==> config.mk <==
export PLATFORM = sky130hd
export DESIGN_NAME = id_stage
export DESIGN_NICKNAME = d
export VERILOG_FILES = /design/src/rtl/id_stage.sv
export SDC_FILE = /design/constraint.sdc
export NUM_CORES = 2
export LEC_CHECK = 0
export CAP_MARGIN = 20
export CORE_MARGIN = 1
export CORE_UTILIZATION = 44
export DETAILED_ROUTE_END_ITERATION = 6
export SETUP_SLACK_MARGIN = 0.4
export SLEW_MARGIN = 5
export SYNTH_ARGS = -nofsm -noshare
export SYNTH_HDL_FRONTEND = slang
export SYNTH_SLANG_ARGS = --single-unit
==> constraint.sdc <==
create_clock -name clk -period 3 [get_ports clk]
set_clock_uncertainty 0.1 [all_clocks]
set_input_delay 0.3 -clock clk [delete_from_list [all_inputs] [get_ports clk]]
set_output_delay 0.3 -clock clk [all_outputs]
set_load 0.1 [all_outputs]
==> src/rtl/id_stage.sv <==
// Instruction-decode stage: IF/ID pipeline register, R/I/LW decoder and a
// 32-entry register file with write-through bypass and stall-time operand refresh.
module id_stage #(
  parameter int XLEN  = 32,
  parameter int NREGS = 32
) (
  input  logic                       clk,
  input  logic                       reset_n,
  input  logic [31:0]                if_instr,
  input  logic [XLEN-1:0]            if_pc,
  input  logic                       if_valid,
  input  logic                       stall,
  input  logic                       flush,
  input  logic                       wb_we,
  input  logic [$clog2(NREGS)-1:0]   wb_rd,
  input  logic [XLEN-1:0]            wb_data,
  output logic                       id_valid,
  output logic [XLEN-1:0]            id_pc,
  output logic [$clog2(NREGS)-1:0]   id_rs1,
  output logic [$clog2(NREGS)-1:0]   id_rs2,
  output logic [$clog2(NREGS)-1:0]   id_rd,
  output logic [XLEN-1:0]            id_rs1_data,
  output logic [XLEN-1:0]            id_rs2_data,
  output logic [XLEN-1:0]            id_imm,
  output logic [3:0]                 id_alu_op,
  output logic                       id_is_load,
  output logic                       id_use_imm,
  output logic                       id_reg_we,
  output logic                       id_illegal
);

  localparam int RIDX = $clog2(NREGS);

  localparam logic [6:0] OP_R    = 7'b0110011;
  localparam logic [6:0] OP_I    = 7'b0010011;
  localparam logic [6:0] OP_LOAD = 7'b0000011;
  localparam logic [2:0] F3_LW   = 3'b010;
  localparam logic [6:0] F7_BASE = 7'b0000000;
  localparam logic [6:0] F7_ALT  = 7'b0100000;

  logic [6:0]      opcode;
  logic [2:0]      funct3;
  logic [6:0]      funct7;
  logic [RIDX-1:0] rs1_idx;
  logic [RIDX-1:0] rs2_idx;
  logic [RIDX-1:0] rd_idx;

  assign opcode  = if_instr[6:0];
  assign funct3  = if_instr[14:12];
  assign funct7  = if_instr[31:25];
  assign rs1_idx = RIDX'(if_instr[19:15]);
  assign rs2_idx = RIDX'(if_instr[24:20]);
  assign rd_idx  = RIDX'(if_instr[11:7]);

  logic [XLEN-1:0] regs [NREGS];

  // Write-back port; x0 is never written so it keeps its reset value of 0.
  always_ff @(posedge clk or negedge reset_n) begin
    if (!reset_n) begin
      for (int i = 0; i < NREGS; i++) begin
        regs[i] <= '0;
      end
    end else if (wb_we && (wb_rd != '0)) begin
      regs[wb_rd] <= wb_data;
    end
  end

  logic            is_r;
  logic            is_i;
  logic            is_lw;
  logic            r_legal;
  logic            dec_legal;
  logic [3:0]      dec_alu_op;
  logic            dec_use_imm;
  logic [XLEN-1:0] dec_imm;
  logic            dec_is_load;
  logic            dec_illegal;
  logic            dec_reg_we;

  always_comb begin
    is_r        = (opcode == OP_R);
    is_i        = (opcode == OP_I);
    is_lw       = (opcode == OP_LOAD) && (funct3 == F3_LW);
    r_legal     = is_r && ((funct7 == F7_BASE) ||
                           ((funct7 == F7_ALT) && ((funct3 == 3'b000) || (funct3 == 3'b101))));
    dec_legal   = r_legal || is_i || is_lw;
    dec_alu_op  = {is_r & if_instr[30], funct3};
    dec_use_imm = is_i || is_lw;
    dec_imm     = '0;
    if (dec_use_imm) begin
      dec_imm = {{(XLEN-12){if_instr[31]}}, if_instr[31:20]};
    end
    // A bubble entering ID must never look like a load, a writer or a trap.
    dec_is_load = if_valid && is_lw;
    dec_illegal = if_valid && !dec_legal;
    dec_reg_we  = if_valid && dec_legal && (rd_idx != '0);
  end

  logic [XLEN-1:0] rs1_val;
  logic [XLEN-1:0] rs2_val;

  // Same-edge write-back is forwarded so ID never captures a stale operand.
  always_comb begin
    rs1_val = regs[rs1_idx];
    rs2_val = regs[rs2_idx];
    if (rs1_idx == '0) begin
      rs1_val = '0;
    end else if (wb_we && (wb_rd == rs1_idx)) begin
      rs1_val = wb_data;
    end
    if (rs2_idx == '0) begin
      rs2_val = '0;
    end else if (wb_we && (wb_rd == rs2_idx)) begin
      rs2_val = wb_data;
    end
  end

  logic refresh_rs1;
  logic refresh_rs2;

  assign refresh_rs1 = id_valid && wb_we && (wb_rd == id_rs1) && (id_rs1 != '0);
  assign refresh_rs2 = id_valid && wb_we && (wb_rd == id_rs2) && (id_rs2 != '0);

  // IF/ID register: flush beats stall beats load. A stalled instruction keeps
  // tracking write-backs to its sources so it leaves ID with current operands.
  always_ff @(posedge clk or negedge reset_n) begin
    if (!reset_n) begin
      id_valid    <= 1'b0;
      id_pc       <= '0;
      id_rs1      <= '0;
      id_rs2      <= '0;
      id_rd       <= '0;
      id_rs1_data <= '0;
      id_rs2_data <= '0;
      id_imm      <= '0;
      id_alu_op   <= '0;
      id_is_load  <= 1'b0;
      id_use_imm  <= 1'b0;
      id_reg_we   <= 1'b0;
      id_illegal  <= 1'b0;
    end else if (flush) begin
      id_valid    <= 1'b0;
      id_is_load  <= 1'b0;
      id_reg_we   <= 1'b0;
      id_illegal  <= 1'b0;
    end else if (stall) begin
      if (refresh_rs1) begin
        id_rs1_data <= wb_data;
      end
      if (refresh_rs2) begin
        id_rs2_data <= wb_data;
      end
    end else begin
      id_valid    <= if_valid;
      id_pc       <= if_pc;
      id_rs1      <= rs1_idx;
      id_rs2      <= rs2_idx;
      id_rd       <= rd_idx;
      id_rs1_data <= rs1_val;
      id_rs2_data <= rs2_val;
      id_imm      <= dec_imm;
      id_alu_op   <= dec_alu_op;
      id_is_load  <= dec_is_load;
      id_use_imm  <= dec_use_imm;
      id_reg_we   <= dec_reg_we;
      id_illegal  <= dec_illegal;
    end
  end

endmodule
==> results.cfg <==
[worst_setup_path]
crit_chain = dlygate4sd3_1, buf_6, buf_4, mux2i_1, a22o_1, nor4_1, a221o_1
worstPathRequired_ps = 3600
end_kind = flop
slowest_stage = dlygate4sd3_1
worstSetupStartpointType = input port
rr_worst_depth = 7
max_stage_delay_ps = 570
cp_data_arrival_time_ps = 3080
reg2reg_to = id_rs1_data[19]$_DFFE_PN0P_
crit_start = if_instr[21]
crit_end = id_rs2_data[7]$_DFFE_PN0P_
r2r-start = id_rs1[4]$_DFFE_PN0P_
critPathTopFamily = buffers and inverters
worst-path-stages = 7
path_buf_inv = 3
cp_max_fo = 43
ff2ff_setup_slack_ps = 790
path_class = input port to flop

[detailed_routing]
wl_per_cell_microns = 32.7
ant_nets = 0
wirelength_microns = 202000
num_vias = 40200
via_per_inst = 6.49
drc = 0
first_pass_iters = 5
drtIter0Drc = 3956

[sta]
fin_crit_sh_pct = 82.7
fmax_ghz = 0.403
relSlewSlack_pct = 45.8
setup-violations-final = 0
tightest_slew_ps = 812
rsz0062_at_grt = false
hold_violations = 0
tns_ps = 0
worst_slack_ps = 520
slew_viol_final = 0
period_minus_slack_ps = 2480

[final_layout]
layout-drive-gt1-share_pct = 49.5
nFillCells = 11200
final_nets = 4427
stdcell_count = 6186
layout-area-overhead-vs-synth_pct = 18.1
antennaDiodeCount = 0

[global_route]
grt_max_degree = 97
track_usage_pct = 29.8
antenna_found_initial = 3
grt_pass1_vias = 40900
grt.overflow.total = 0
grt_pass1_wl_microns = 296000

[floorplan]
die_h_microns = 371
ios = 259
start_util_pct = 44.6
fp.coreArea_sq_um = 134000
fp.dieW_microns = 371
std_cell_rows = 134
die_area_sq_um = 137000

[power]
p_leak_nw = 30.8
peakVddDrop_v = 0.000515
power.density_nw_per_um2 = 687
total_power_mw = 48.5

[run]
drv_cap = 0

[yosys]
synth_seq_cells = 1156
netlist_area_sq_um = 59800
synth_top_area_share_pct = 48.4
ys_top_cells_by_area = dfrtp_1 (48%), mux2_2 (19%), mux4_2 (19%)
synth-edff-count = 0
synth_area_per_cell_sq_um = 14.6
synth_top_flop_cell = dfrtp_1
synthCells = 4088
syn-num-nets = 4195
yosys.area.top_type = dfrtp_1
synthDistinctLibCells = 55
yosysWarnings = 0
synth-seq-area-share_pct = 48.4
synthArstFlopShare_pct = 100

[place]
place_congestion = 0.850
pre_cts_ws_ps = 43.9
dp.cells = 5914
io_buffers = 258
hpwl_microns = 123000

[clocking]
post_cts_buffers = 0
post_cts_resized = 0
cts.sinks = 1156
cts_made_buffers = 133
clk_pin_slew_worst_paths_ps = 60
cts_tree = yes
htree_levels = 4
worstSkewPairLatency_ps = 760
root_buffer = clkbuf_16
postCtsHoldBufs = 39
cts_buffer_depth = 3

[hold_path]
min_path_type = input port to async pin

[run_status]
outcome = completed
==> cells in the final DEF, fill, tap and decap left out, types with 7 or more instances in the layout <==
cell type,n
or2_1,22
bufinv_16,10
a221o_1,60
nand3b_1,10
mux4_2,494
nand2_1,237
a21oi_1,11
mux2i_1,89
o22ai_1,127
nor4_1,36
xor2_1,11
clkbuf_16,141
nor2b_1,7
o211ai_1,28
clkbuf_1,30
nand2_4,7
dfrtp_1,1152
o21ai_0,31
clkbuf_8,27
clkinv_2,12
mux2_2,993
or2_2,11
a22o_1,50
nor4b_1,28
xnor2_1,10
dlygate4sd3_1,39
nor2_4,17
o22a_1,29
buf_12,108
nand2_2,11
clkdlybuf4s50_1,98
nor2_1,40
a211o_1,29
buf_4,314
==> synthesized netlist by cell type, types with 3 or more instances <==
master     count
nand2_1      255
buf_1         47
xor2_1        11
buf_2        109
a21o_1         4
nor2b_1        8
mux2i_1       89
o21ai_0       31
nand4_1        4
a2bb2oi_1      3
a31oi_1        4
a221o_1       60
or3_1          3
xnor2_1       10
inv_1          6
nor4b_1       28
or2_1         22
or2_2         11
nand4b_1       3
a211o_1       29
buf_4         56
nor4_1        36
a211oi_1       4
nand3b_1      10
buf_6         11
a22oi_1        6
nor3_1         4
nor3b_1        4
clkbuf_1     247
o22a_1        29
nand3_1        3
mux2_2       993
and2_1         4
or3b_2         4
or4_1          3
a22o_1        50
nor2_1        57
dfrtp_1     1156
o211ai_1      28
a21oi_1       12
o22ai_1      127
mux4_2       494
==> where the power goes <==
group | total [mW] | switching, mW | internal (mW)
clock | 16.9 | 6.78 | 10.1
sequential | 20.7 | 2.22 | 18.5
combinational | 10.9 | 5.37 | 5.55
==> per-layer routing <==
metal,track usage (%),up-vias,part of all wire [%]
met5,0,-,0.0064
met4,11.0,2,3.8
met3,4.93,419,6.8
met2,47.1,1721,48
met1,41.3,21900,42
li1,-,16200,-
==> kinds of logic (layout without fill, tap and decap cells) <==
| family | after synthesis | count (layout) | share of synthesized area, % |
|---|---|---|---|
| muxes | 1576 | 1576 | 38.8 |
| and+or+nand+nor | 465 | 465 | 3.76 |
| xor gates and xnor gates | 21 | 21 | 0.308 |
| DFF | 1156 | 1156 | 48.4 |
| AOI/OAI and AO/OA | 394 | 394 | 4.99 |
| buffers and inverters | 476 | 806 | 3.71 |
==> state kept, by name, indices dropped and copies added, names as in the netlist <==
signal,flops
id_alu_op,4
id_reg_we,1
id_imm,12
id_is_load,1
regs,1024
id_rs2,5
id_illegal,1
id_use_imm,1
id_rs2_data,32
id_rs1_data,32
id_pc,32
id_valid,1
id_rd,5
id_rs1,5
==> through the flow <==
stage	hold slack (ps)	instance area, sq um	util, %
2_1_floorplan	-95.6	59800	-
3_3_place_gp	208	65600	48.9
3_5_place_dp	213	65600	48.9
4_1_cts	5.44	70600	52.6
5_1_grt	30.9	70600	52.6
6_report	17.2	70600	52.6
==> worst min path at each step <==
stage                 start  cells after the start                       end
detailed placement  reset_n                      1     id_pc[24]$_DFFE_PN0P_
global placement    reset_n                      1     id_pc[10]$_DFFE_PN0P_
finish              reset_n                      2     id_pc[24]$_DFFE_PN0P_
CTS                 reset_n                      2     id_pc[24]$_DFFE_PN0P_
global route        reset_n                      2     id_pc[24]$_DFFE_PN0P_
floorplan           reset_n                      0  id_alu_op[0]$_DFFE_PN0P_
==> layout make-up <==
type	count	area [sq um]	area share, %
sequential	1156	28900	41.0
multi-input combinational	2456	28900	40.9
timing repair buffer	567	5990	8.49
clock buffer	198	4010	5.69
tap	1768	2210	3.14
clock inverter	35	508	0.720
inverter	6	22.5	0.0319
Note: power is estimated with default switching activity, not from simulation.
